$ cat config.mk
export PLATFORM = sky130hd
export DESIGN_NAME = div_bcd_conv
export DESIGN_NICKNAME = d
export VERILOG_FILES = /design/src/rtl/div_bcd_conv.sv
export SDC_FILE = /design/constraint.sdc
export NUM_CORES = 1
export LEC_CHECK = 0
export BUFFER_PORTS_ARGS = -buffer_cell sky130_fd_sc_hd__buf_2
export CAP_MARGIN = 20
export CELL_PAD_IN_SITES_DETAIL_PLACEMENT = 1
export CELL_PAD_IN_SITES_GLOBAL_PLACEMENT = 1
export CORE_AREA = 2 2 115 117
export CTS_CLUSTER_SIZE = 28
export DETAILED_ROUTE_END_ITERATION = 7
export DIE_AREA = 0 0 117 119
export PLACE_DENSITY = 0.77
export REMOVE_ABC_BUFFERS = 1
export SYNTH_ARGS = -nofsm -noshare
export SYNTH_HDL_FRONTEND = slang
export SYNTH_SLANG_ARGS = --single-unit
$ cat constraint.sdc
create_clock -name clk -period 2.1 [get_ports clk]
set_input_delay 0.21 -clock clk [delete_from_list [all_inputs] [get_ports clk]]
set_output_delay 0.21 -clock clk [all_outputs]
set_load 0.005 [all_outputs]
$ cat src/rtl/div_bcd_conv.sv
// Sequential binary-to-BCD converter driving an external combinational divide-by-10.
// Optional overflow flag (out_ovf) is built only when DIV_BCD_OVF_EN is defined.
module div_bcd_conv #(
  parameter int DIG_NUM = 10,
  parameter int SETTLE  = 1
) (
  input  logic                   clk,
  input  logic                   rst_n,
  input  logic                   in_valid,
  output logic                   in_ready,
  input  logic [31:0]            in_data,
  output logic [31:0]            div_a,
  output logic [31:0]            div_b,
  input  logic [31:0]            div_q,
  input  logic [31:0]            div_r,
  output logic                   out_valid,
  input  logic                   out_ready,
  output logic [4*DIG_NUM-1:0]   out_bcd,
  output logic [3:0]             out_ndig
`ifdef DIV_BCD_OVF_EN
  ,
  output logic                   out_ovf
`endif
);

  localparam int             CW       = (SETTLE > 1) ? $clog2(SETTLE) : 1;
  localparam logic [CW-1:0]  CNT_LAST = CW'(SETTLE - 1);
  localparam logic [3:0]     IDX_LAST = 4'(DIG_NUM - 1);

  typedef enum logic [1:0] {IDLE, CALC, DONE} state_t;

  state_t        state, state_nxt;
  logic [CW-1:0] cnt;
  logic [3:0]    idx;
  logic          sample;
  logic          last;
  logic          unused_r_hi;

  // Only the low nibble of the remainder can be non-zero for a divisor of 10.
  assign unused_r_hi = ^div_r[31:4];

  assign div_b     = 32'd10;
  assign in_ready  = (state == IDLE);
  assign out_valid = (state == DONE);
  assign sample    = (state == CALC) && (cnt == CNT_LAST);
  assign last      = (div_q == 32'd0) || (idx == IDX_LAST);

  // NOTE: state registers use non-blocking assignments so every flop samples pre-edge values.
  always_ff @(posedge clk or negedge rst_n) begin
    if (!rst_n) state <= IDLE;
    else        state <= state_nxt;
  end

  // NOTE: next state gets a default before the case so no path leaves it unassigned (no latch).
  always_comb begin
    state_nxt = state;
    case (state)
      IDLE:    if (in_valid)        state_nxt = CALC;
      CALC:    if (sample && last)  state_nxt = DONE;
      DONE:    if (out_ready)       state_nxt = IDLE;
      default:                      state_nxt = IDLE;
    endcase
  end

  always_ff @(posedge clk or negedge rst_n) begin
    if (!rst_n) begin
      div_a    <= '0;
      out_bcd  <= '0;
      out_ndig <= '0;
      idx      <= '0;
      cnt      <= '0;
`ifdef DIV_BCD_OVF_EN
      out_ovf  <= 1'b0;
`endif
    end else begin
      case (state)
        IDLE: begin
          if (in_valid) begin
            div_a   <= in_data;
            out_bcd <= '0;
            idx     <= '0;
            cnt     <= '0;
`ifdef DIV_BCD_OVF_EN
            out_ovf <= 1'b0;
`endif
          end
        end
        CALC: begin
          if (sample) begin
            for (int k = 0; k < DIG_NUM; k++) begin
              if (idx == 4'(k)) out_bcd[4*k +: 4] <= div_r[3:0];
            end
            // The divider then sees the quotient for a full SETTLE window.
            div_a <= div_q;
            cnt   <= '0;
            if (last) out_ndig <= idx + 4'd1;
            else      idx      <= idx + 4'd1;
`ifdef DIV_BCD_OVF_EN
            if ((idx == IDX_LAST) && (div_q != 32'd0)) out_ovf <= 1'b1;
`endif
          end else begin
            cnt <= cnt + 1'b1;
          end
        end
        default: ;
      endcase
    end
  end

endmodule

==> qor.tcl, run 1 <==
set qor(run_status) {completed}
set qor(viasPerCell) 4.79
set qor(crit_path_cell_trace) {inv_1, ha_1, and3b_1, o21ai_1, nand2_1, o31ai_1}
set qor(total_of_flip_flops_plus_latches_after_synthesis) 83
set qor(worst_setup_path_endpoint) {out_bcd[33]}
set qor(path_depth) 6
set qor(synth_top_area_share_pct) 52.3
set qor(final_hold_viol_count) 0
set qor(syn_inst) 424
set qor(layout-drive-gt1-share_pct) 32.6
set qor(largest_net_degree_at_the_start_of_global_routing) 61
set qor(synth_top_family_by_area) {simple AND/OR/NAND/NOR gates}
set qor(cp_slowest_cell) {sky130_fd_sc_hd__o21ai_1}
set qor(slew_headroom_pct) 63.8
set qor(design_power_total_uw) 7320
set qor(first_global_vias) 3691
set qor(dr_total_vias) 3628
set qor(compound_gate_portion_of_the_synthesized_area_pct) 15.3
set qor(drv.max_cap_violation_count) 0
set qor(seq_area_frac_synth_pct) 52.3
set qor(cts-resized-gates) 0
set qor(routed_wire_length_per_instance_microns) 16.5
set qor(tightest_slew_ns) 0.540
set qor(path_buf_inv) 1
set qor(clkSinkCount) 83
set qor(initial_utilization_pct) 30.9
set qor(yosys-top-cells-count) {101 x sky130_fd_sc_hd__nand2_1, 83 x sky130_fd_sc_hd__dfrtp_1, 42 x sky130_fd_sc_hd__nor2_1}
set qor(post_synth_and_or_nand_nor_area_fraction_pct) 20.0
set qor(hold-worst-slack_ns) 0.0723
set qor(clock_latency_ns) 0.34
set qor(die_w_microns) 117
set qor(drt_drc_violations_left) 0
set qor(fmax_ghz) 0.564
set qor(netlist-cell-type-count) 39
set qor(cts-root-buf) {sky130_fd_sc_hd__clkbuf_16}
set qor(cts_buffer_depth) 2
set qor(synth_warnings) 0
set qor(groute.usage.overall_pct) 17.8
set qor(finalCriticalPeriod_ns) 1.77
set qor(critical_path_launch_point) {idx[0]}
set qor(worst-r2r-setup-slack_ns) 0.33
set qor(setup_viol) 0
set qor(std_cell_rows) 42
set qor(critical_path.max_fanout) 8
set qor(design_area_sq_um) 5180
set qor(crit_type) {flop to flop}
set qor(synth.mux.area_fraction_pct) 1.80
set qor(synth.avg_cell_area_sq_um) 9.37
set qor(antenna_found_initial) 0
set qor(cp_top_family) {compound AO/OA/AOI/OAI gates}
set qor(final.setup_skew_ns) 0.00655
set qor(place_hpwl_mm) 9.52
set qor(die_h_microns) 119
set qor(yosysTopAreaCell) {sky130_fd_sc_hd__dfrtp_1}
set qor(cts.clk_slew.worst_paths_ns) 0.06
set qor(critPathMaxStageDelay_ns) 0.44
set qor(cts-buffers-inserted) 9
set qor(synth_xor_area_share_pct) 0.441
set qor(start_kind) {flop}
set qor(synthTopCellsByArea) {sky130_fd_sc_hd__dfrtp_1 52%, sky130_fd_sc_hd__nand2_1 9.5%, sky130_fd_sc_hd__buf_4 6.0%}
set qor(numPortBuffers) 149
set qor(timing.rr.end) {out_bcd[33]}
set qor(yosys.area_share.adder_pct) 1.26
set qor(synth_enable_flop_cells) 0
set qor(nNetsFinal) 682
set qor(grt_first_pass_wirelength_mm) 19.0
set qor(worst-r2r-cell-count) 6
set qor(timing.final.crit_share_pct) 84.5
set qor(syn_area_sq_um) 3970
set qor(leakage_uw) 0.00273
set qor(endpoint_kind) {flop}
set qor(synthFlopType) {sky130_fd_sc_hd__dfrtp_1}
set qor(yosysMostFrequentCell) {sky130_fd_sc_hd__nand2_1}
set qor(cellPowerDensity_nw_per_um2) 1410
set qor(final-max-slew-violation-count) 0
set qor(boundary_pin_count) 210
set qor(totalWireLength_mm) 12.5
set qor(globalplace.congestion) 0.786
set qor(dr.pass1.iters) 4
set qor(global_route_congestion_overflow_total) 0
set qor(holdCritPathClass) {primary input to flop}
set qor(floorplan.die_area_sq_um) 13900
set qor(grt_setup_unrepaired) {false}
set qor(async_reset_ff_share_pct) 100
set qor(worstPathArrival_ns) 1.99
set qor(h_tree_depth_reported_by_cts) 3
set qor(coreArea_sq_um) 12900
set qor(postRouteAntennaNets) 0
set qor(worst_ir_drop_vdd_mv) 0.403
set qor(syn_to_final_growth_pct) 30.4
set qor(r2r-start) {idx[0]}
set qor(clock_tree_from_tritoncts) {built}
set qor(critPathRequiredTime_ns) 2.32
set qor(post_dp_cell_area_sq_um) 4840
set qor(n_antenna_cell) 0
set qor(detail_route.iter0.violations) 209
==> layout by cell type (no fill, tap or decap), types with 2 or more instances in the layout <==
master | netlist | layout
sky130_fd_sc_hd__a21o_1 | 7 | 7
sky130_fd_sc_hd__a21oi_1 | 3 | 2
sky130_fd_sc_hd__a22o_1 | 13 | 13
sky130_fd_sc_hd__a31oi_1 | 32 | 32
sky130_fd_sc_hd__and2_1 | 5 | 5
sky130_fd_sc_hd__buf_2 | 11 | 148
sky130_fd_sc_hd__buf_4 | 32 | 13
sky130_fd_sc_hd__bufinv_16 | 0 | 2
sky130_fd_sc_hd__clkbuf_1 | 7 | 3
sky130_fd_sc_hd__clkbuf_16 | 0 | 9
sky130_fd_sc_hd__conb_1 | 2 | 32
sky130_fd_sc_hd__dfrtp_1 | 83 | 83
sky130_fd_sc_hd__ha_1 | 4 | 4
sky130_fd_sc_hd__inv_1 | 7 | 7
sky130_fd_sc_hd__mux2_4 | 4 | 4
sky130_fd_sc_hd__nand2_1 | 101 | 101
sky130_fd_sc_hd__nand2b_1 | 6 | 5
sky130_fd_sc_hd__nand3_1 | 6 | 6
sky130_fd_sc_hd__nor2_1 | 42 | 42
sky130_fd_sc_hd__nor4_1 | 4 | 4
sky130_fd_sc_hd__nor4_2 | 4 | 4
sky130_fd_sc_hd__o21ai_0 | 9 | 9
sky130_fd_sc_hd__o21ai_1 | 20 | 20
sky130_fd_sc_hd__o31ai_1 | 4 | 4
==> through the flow <==
stage | util (%) | setup TNS (ns) | setup WS [ns] | cells
floorplan | - | -111.40 | -2.26 | 404
global placement | 37.6 | 0 | 0.233 | 739
finish | 40.2 | 0 | 0.325 | 758
global route | 40.2 | 0 | 0.169 | 758
CTS | 40.0 | 0 | 0.0869 | 755
detailed placement | 37.6 | 0 | 0.186 | 739
==> metal layers <==
layer  global-route usage (%)  part of all wire, %  vias to the layer above
met5                        0                    0                        -
met4                     5.81                  1.5                        0
met3                     4.02                  7.1                       14
met2                     31.7                   50                      136
met1                     20.7                   42                     1791
li1                         -                    -                     1687
==> worst min path at each step <==
stage,from,to,depth (start not counted)
4_1_cts,out_ready,state[1],2
3_3_place_gp,rst_n,out_bcd[26],1
6_report,out_ready,state[1],2
3_5_place_dp,rst_n,out_bcd[26],1
2_1_floorplan,rst_n,cnt,0
5_1_grt,out_ready,state[1],2
==> registers in the layout, summed over array words and instances (netlist names) <==
| signal | cells |
|---|---|
| out_bcd | 40 |
| cnt | 1 |
| state | 2 |
| idx | 4 |
| out_ndig | 4 |
| div_a | 32 |
==> cells by family after synthesis <==
logic type,Yosys count
buf+inv,57
flops,83
fa+ha+maj,4
other cells,2
compound gates,93
xor+xnor,2
simple gates,178
mux,5
==> cell type report <==
| class | count | area (sq um) |
|---|---|---|
| clock inverter | 2 | 60.1 |
| sequential | 83 | 2080 |
| clock buffer | 13 | 250 |
| multi-input combinational | 314 | 1680 |
| timing repair buffer | 163 | 868 |
| tap | 176 | 220 |
| fill | 1562 | 7700 |
| inverter | 7 | 26.3 |
==> report_power, final <==
| group | switching, uW | internal [uW] |
|---|---|---|
| Combinational | 1650 | 1280 |
| Sequential | 427 | 2280 |
| Clock | 618 | 1070 |
==> repair_timing <==
item	4_1_cts	5_1_grt
hold buffers	1	0
hold endpoints to repair	34	0
buffers inserted	0	3
setup endpoints to repair	0	1
No activity file was read; power rests on OpenSTA's default activity.
==> inputs of run 2 (changes only) <==
- CORE_AREA: 2 2 115 117 -> 2 2 121 123
- DIE_AREA: 0 0 117 119 -> 0 0 123 125
- PLACE_DENSITY: 0.77 -> 0.74
- clock period: 2.1 -> 1.6 ns (I/O delays scaled with it)
==> qor.tcl, run 2 (synthesis gave the netlist of run 1 again) <==
set qor(min_delay_path_depth) 2 ;# unchanged
set qor(fmax_ghz) 0.641 ;# +14%
set qor(std_cell_rows) 44 ;# +4.8%
set qor(antenna_found_initial) 0 ;# unchanged
set qor(cp_top_family) {flip-flops}
set qor(dr_total_vias) 3683 ;# +1.5%
set qor(setup_viol) 0 ;# unchanged
set qor(die_w_microns) 123 ;# +5.1%
set qor(nNetsFinal) 707 ;# +3.7%
set qor(largest_register) {out_bcd}
set qor(coreArea_sq_um) 14200 ;# +10%
set qor(layout.cells.most_common_list) {149 x sky130_fd_sc_hd__buf_2, 101 x sky130_fd_sc_hd__nand2_1, 82 x sky130_fd_sc_hd__dfrtp_1, 42 x sky130_fd_sc_hd__nor2_1}
set qor(layout-drive-gt1-share_pct) 38.4 ;# +5.7 points
set qor(worst_ir_drop_vdd_mv) 0.623 ;# +54%
set qor(cellPowerDensity_nw_per_um2) 1840 ;# +30%
set qor(boundary_pin_count) 210 ;# unchanged
set qor(holdCritPathClass) {primary input to flop}
set qor(grt_first_pass_wirelength_mm) 20.0 ;# +5.4%
set qor(globalplace.congestion) 0.754 ;# -4.1%
set qor(syn_to_final_growth_pct) 39.0
set qor(clkSinkCount) 83 ;# unchanged
set qor(detail_route.iter0.violations) 129 ;# -38%
set qor(p_sw_share_pct) 36.9 ;# +0.093 points
set qor(hold-worst-slack_ns) 0.0308 ;# -0.0415 ns
set qor(drv.max_cap_violation_count) 0 ;# unchanged
set qor(worstPathArrival_ns) 1.78 ;# -0.21 ns
set qor(h_tree_depth_reported_by_cts) 3 ;# unchanged
set qor(critical_path.max_fanout) 5 ;# -3
set qor(n_antenna_cell) 0 ;# unchanged
set qor(first_global_vias) 3903 ;# +5.7%
set qor(final-max-slew-violation-count) 0 ;# unchanged
set qor(combinational_group_share_of_total_power_pct) 43.1 ;# +3.1 points
set qor(start_kind) {flop}
set qor(p_int_uw) 6420 ;# +39%
set qor(dr.pass1.iters) 4 ;# unchanged
set qor(cts-buffers-inserted) 9 ;# unchanged
set qor(number_of_cells_after_detailed_placement) 772 ;# +4.5%
set qor(endpoint_kind) {flop}
set qor(cp_slowest_cell) {sky130_fd_sc_hd__dfrtp_1}
set qor(cts.clk_slew.worst_paths_ns) 0.06 ;# about the same
set qor(global_route_congestion_overflow_total) 0 ;# unchanged
set qor(final_common_cell) {sky130_fd_sc_hd__buf_2}
set qor(top_regs) {out_bcd (40), div_a (32)}
set qor(timing.final.crit_share_pct) 97.5 ;# +13 points
set qor(numPortBuffers) 149 ;# unchanged
set qor(worst-r2r-cell-count) 6 ;# unchanged
set qor(postRouteAntennaNets) 0 ;# unchanged
set qor(die_h_microns) 125 ;# +5.0%
set qor(drt_drc_violations_left) 0 ;# unchanged
set qor(largest_net_degree_at_the_start_of_global_routing) 65 ;# +6.6%
set qor(critPathRequiredTime_ns) 1.82 ;# -0.50 ns
set qor(place_hpwl_mm) 9.84 ;# +3.3%
set qor(clkPwrFrac_pct) 22.4 ;# -0.6 points
set qor(totalWireLength_mm) 13.1 ;# +4.5%
set qor(final.setup_skew_ns) 0.00552 ;# -0.00103 ns
set qor(final_hold_viol_count) 0 ;# unchanged
set qor(final_cells) 791 ;# +4.4%
set qor(path_depth) 6 ;# unchanged
set qor(grt_setup_unrepaired) {true}
set qor(leakage_uw) 0.00288 ;# +5.8%
set qor(crit_path_cell_trace) {buf_4, nand2b_2, nor2_1, buf_4, nand2_4, mux2_4}
set qor(crit_top_cell) {sky130_fd_sc_hd__buf_4}
set qor(clock_tree_from_tritoncts) {built}
set qor(cts_buffer_depth) 2 ;# unchanged
set qor(largest_register_ff_count) 40 ;# unchanged
set qor(critPathMaxStageDelay_ns) 0.43 ;# about the same
set qor(crit_type) {flop to flop}
set qor(sequential_fraction_of_design_power_pct) 34.5 ;# -2.5 points
set qor(routed_wire_length_per_instance_microns) 16.5 ;# +0.11%
set qor(total_switching_power_uw) 3760 ;# +39%
set qor(clock_latency_ns) 0.34 ;# about the same
set qor(finalCriticalPeriod_ns) 1.56 ;# -0.214 ns
set qor(path_buf_inv) 2 ;# +1
set qor(floorplan.die_area_sq_um) 15400 ;# +10%
set qor(viasPerCell) 4.66 ;# -2.7%
set qor(cts-root-buf) {sky130_fd_sc_hd__clkbuf_16}
set qor(run_status) {completed}
set qor(initial_utilization_pct) 28.0 ;# -2.9 points
set qor(groute.usage.overall_pct) 16.8 ;# -1.0 points
## run 2: per-layer routing
metal | global-route usage [%] | routed length (microns) | part of all wire, %
met4 | 6.22 | 233 | 1.8
met1 | 19.5 | 5370 | 41
met2 | 29.9 | 6660 | 51
met5 | 0 | 0 | 0
met3 | 3.38 | 822 | 6.3
## run 2: power by group through the flow
stage / logic [uW] / clock network (uW) / registers (uW)
2_1_floorplan: 2060 / 0 / 3580
3_3_place_gp: 4000 / 0 / 3480
3_5_place_dp: 4170 / 0 / 3530
4_1_cts: 4230 / 2340 / 3510
5_1_grt: 4890 / 2430 / 3640
6_report: 4390 / 2280 / 3510
## run 2: final cells by class
type,count,area [sq um]
multi-input combinational,314,1770
clock buffer,11,253
clock inverter,4,73.8
timing repair buffer,188,1090
tap,184,230
inverter,7,28.8
sequential,83,2080
fill,1716,8680
## run 2: per-stage QoR
step	power (uW)	area (sq um)	utilization (%)	setup slack [ns]	TNS, ns
after global routing	11000	5520	38.9	-0.0470	-0.278
after detailed placement	7710	5060	35.6	-0.310	-2.78
final	10200	5520	38.9	0.0394	0
after CTS	10100	5410	38.1	-0.0331	-0.0957
after floorplan	5630	3760	-	-2.76	-150.61
after global placement	7480	5060	35.6	-0.284	-2.32
## run 2: worst paths after layout
check                                   end   startpoint  slack, ns
worst max-delay path            out_ndig[1]     state[0]       0.04
worst min-delay path               state[1]    out_ready       0.03
worst max register to register  out_ndig[1]     state[0]       0.04
worst min register to register  out_bcd[33]  out_bcd[33]       0.49
max in group asynchronous          state[1]        rst_n       0.76
min in group asynchronous         div_a[24]        rst_n       0.27
## run 2: timing repair
item / 4_1_cts / 5_1_grt
pin swaps: 1 / 2
hold buffers: 1 / 0
endpoints found under the hold margin: 21 / 0
endpoints found under the setup margin: 12 / 39
setup buffers: 0 / 2
gates resized for setup: 5 / 20
gates cloned: 0 / 1
==> inputs of run 3 (changes only) <==
- BUFFER_PORTS_ARGS: -buffer_cell sky130_fd_sc_hd__buf_2 -> -buffer_cell sky130_fd_sc_hd__buf_4
==> qor.tcl, run 3 (synthesis gave the netlist of run 1 again) <==
set qor(cts-root-buf) {sky130_fd_sc_hd__clkbuf_16}
set qor(die_w_microns) 123 ;# unchanged
set qor(die_h_microns) 125 ;# unchanged
set qor(critPathRequiredTime_ns) 1.82 ;# about the same
set qor(largest_register) {out_bcd}
set qor(numPortBuffers) 149 ;# unchanged
set qor(dr.pass1.iters) 4 ;# unchanged
set qor(syn_to_final_growth_pct) 48.9
set qor(totalWireLength_mm) 13.3 ;# +1.3%
set qor(timing.final.crit_share_pct) 97.6 ;# about the same
set qor(finalCriticalPeriod_ns) 1.56 ;# +0.00103 ns
set qor(nNetsFinal) 707 ;# unchanged
set qor(fmax_ghz) 0.640 ;# about the same
set qor(std_cell_rows) 44 ;# unchanged
set qor(initial_utilization_pct) 28.0 ;# unchanged
set qor(worst_ir_drop_vdd_mv) 0.677 ;# +8.7%
set qor(globalplace.congestion) 0.765 ;# +1.5%
set qor(dp_slack_ns) -0.243 ;# +0.0672 ns
set qor(worst-r2r-cell-count) 6 ;# unchanged
set qor(min_delay_path_depth) 2 ;# unchanged
set qor(drv.max_cap_violation_count) 0 ;# unchanged
set qor(clock_latency_ns) 0.34 ;# about the same
set qor(cts-buffers-inserted) 9 ;# unchanged
set qor(endpoint_kind) {flop}
set qor(dr_total_vias) 3680 ;# -0.081%
set qor(routed_wire_length_per_instance_microns) 16.7 ;# +1.2%
set qor(final-max-slew-violation-count) 0 ;# unchanged
set qor(run_status) {completed}
set qor(cts_buffer_depth) 2 ;# unchanged
set qor(viasPerCell) 4.65 ;# -0.21%
set qor(leakage_uw) 0.00299 ;# +3.7%
set qor(cellPowerDensity_nw_per_um2) 1820 ;# -1.4%
set qor(detail_route.iter0.violations) 112 ;# -13%
set qor(boundary_pin_count) 210 ;# unchanged
set qor(place_hpwl_mm) 9.77 ;# -0.72%
set qor(postRouteAntennaNets) 0 ;# unchanged
set qor(final.setup_skew_ns) 0.00855 ;# +0.00303 ns
set qor(final_hold_viol_count) 0 ;# unchanged
set qor(h_tree_depth_reported_by_cts) 3 ;# unchanged
set qor(grt_first_pass_wirelength_mm) 20.0 ;# unchanged
set qor(first_global_vias) 3839 ;# -1.6%
set qor(n_antenna_cell) 0 ;# unchanged
set qor(critical_path.max_fanout) 3 ;# -2
set qor(global_route_congestion_overflow_total) 0 ;# unchanged
set qor(final.setup.tns_ns) 0 ;# unchanged
set qor(layout.cells.most_common_list) {178 x sky130_fd_sc_hd__buf_4, 101 x sky130_fd_sc_hd__nand2_1, 82 x sky130_fd_sc_hd__dfrtp_1, 41 x sky130_fd_sc_hd__nor2_1}
set qor(drt_drc_violations_left) 0 ;# unchanged
set qor(grt_setup_unrepaired) {true}
set qor(timing.final.ws_setup_ns) 0.0384 ;# -0.00103 ns
set qor(coreArea_sq_um) 14200 ;# unchanged
set qor(fill_cell_total_of_the_finished_layout) 1629 ;# -5.1%
set qor(antenna_found_initial) 0 ;# unchanged
set qor(clock_tree_from_tritoncts) {built}
set qor(worst-r2r-setup-slack_ns) 0.04 ;# about the same
set qor(top_regs) {out_bcd (40), div_a (32)}
set qor(groute.usage.overall_pct) 16.6 ;# -0.19 points
set qor(largest_net_degree_at_the_start_of_global_routing) 65 ;# unchanged
set qor(crit_type) {flop to flop}
set qor(cts.clk_slew.worst_paths_ns) 0.06 ;# about the same
set qor(holdCritPathClass) {primary input to flop}
set qor(floorplan.die_area_sq_um) 15400 ;# unchanged
set qor(layout-drive-gt1-share_pct) 38.2 ;# -0.23 points
set qor(start_kind) {flop}
set qor(setup_viol) 0 ;# unchanged
set qor(clkSinkCount) 83 ;# unchanged
set qor(largest_register_ff_count) 40 ;# unchanged
set qor(worstPathArrival_ns) 1.78 ;# about the same
set qor(final_common_cell) {sky130_fd_sc_hd__buf_4}
[run 3: cell count changes in the layout (fill, tap and decap cells not counted), sizes merged]
cell	before	now
clkbuf	11	12
buf	187	185
clkinvlp	0	2
[run 3: worst max-delay path: stages, from the launching register on]
cell                       delay [ns]
sky130_fd_sc_hd__dfrtp_1         0.42
sky130_fd_sc_hd__ha_4            0.18
sky130_fd_sc_hd__nand3b_1        0.17
sky130_fd_sc_hd__o21ai_4         0.11
sky130_fd_sc_hd__buf_6           0.13
sky130_fd_sc_hd__a21o_1          0.18
sky130_fd_sc_hd__mux2_4          0.26
[run 3: final cells by class]
cell class / count / area [sq um] / share of cell area (%)
clock inverter: 6 / 88.8 / 1.50
timing repair buffer: 188 / 1510 / 25.5
inverter: 7 / 26.3 / 0.444
multi-input combinational: 314 / 1740 / 29.5
clock buffer: 10 / 239 / 4.04
sequential: 83 / 2080 / 35.1
tap: 184 / 230 / 3.89
[run 3: power breakdown]
group | switching [uW] | leakage (uW) | internal, uW | total [uW]
registers | 580 | 0.00104 | 2990 | 3570
clock network | 863 | 0.000155 | 1410 | 2270
logic | 2390 | 0.00180 | 2510 | 4900
total | 3840 | 0.00299 | 6910 | 10700
[run 3: path summary, 6_finish.rpt]
kind / end / start
hold / removal: state[1] / out_ready
max in group asynchronous: state[1] / rst_n
min in group asynchronous: div_a[25] / rst_n
setup / recovery: idx[0] / idx[0]
setup reg to reg: idx[0] / idx[0]
hold reg to reg: out_bcd[34] / out_bcd[34]
[run 3: timing repair]
item                                    CTS  global route
pin swaps                                 2             1
resized for setup                         2            17
endpoints found under the setup margin    3            46
setup buffers                             2             2
hold buffers                              1             0
hold endpoints to repair                 19             0
gates cloned                              0             2
[run 3: stage by stage]
stage          hold WS (ns)  instance area, sq um  total power [uW]  cells  util, %
6_report             0.0135                  5920             10700    792     41.7
5_1_grt              0.0326                  5920             11600    792     41.7
4_1_cts             0.00457                  5780             10600    788     40.7
3_5_place_dp         0.0882                  5410              8230    769     38.1
3_3_place_gp         0.0807                  5410              8020    769     38.1
2_1_floorplan        -0.136                  3760              5630    404        -
[run 3: per-layer routing]
metal / track usage, % / vias to the layer above / part of all wire, %
met5: 0 / - / 0
li1: - / 1737 / -
met1: 21.0 / 1809 / 43
met3: 3.83 / 19 / 6.1
met4: 5.01 / 0 / 1.6
met2: 27.9 / 115 / 49
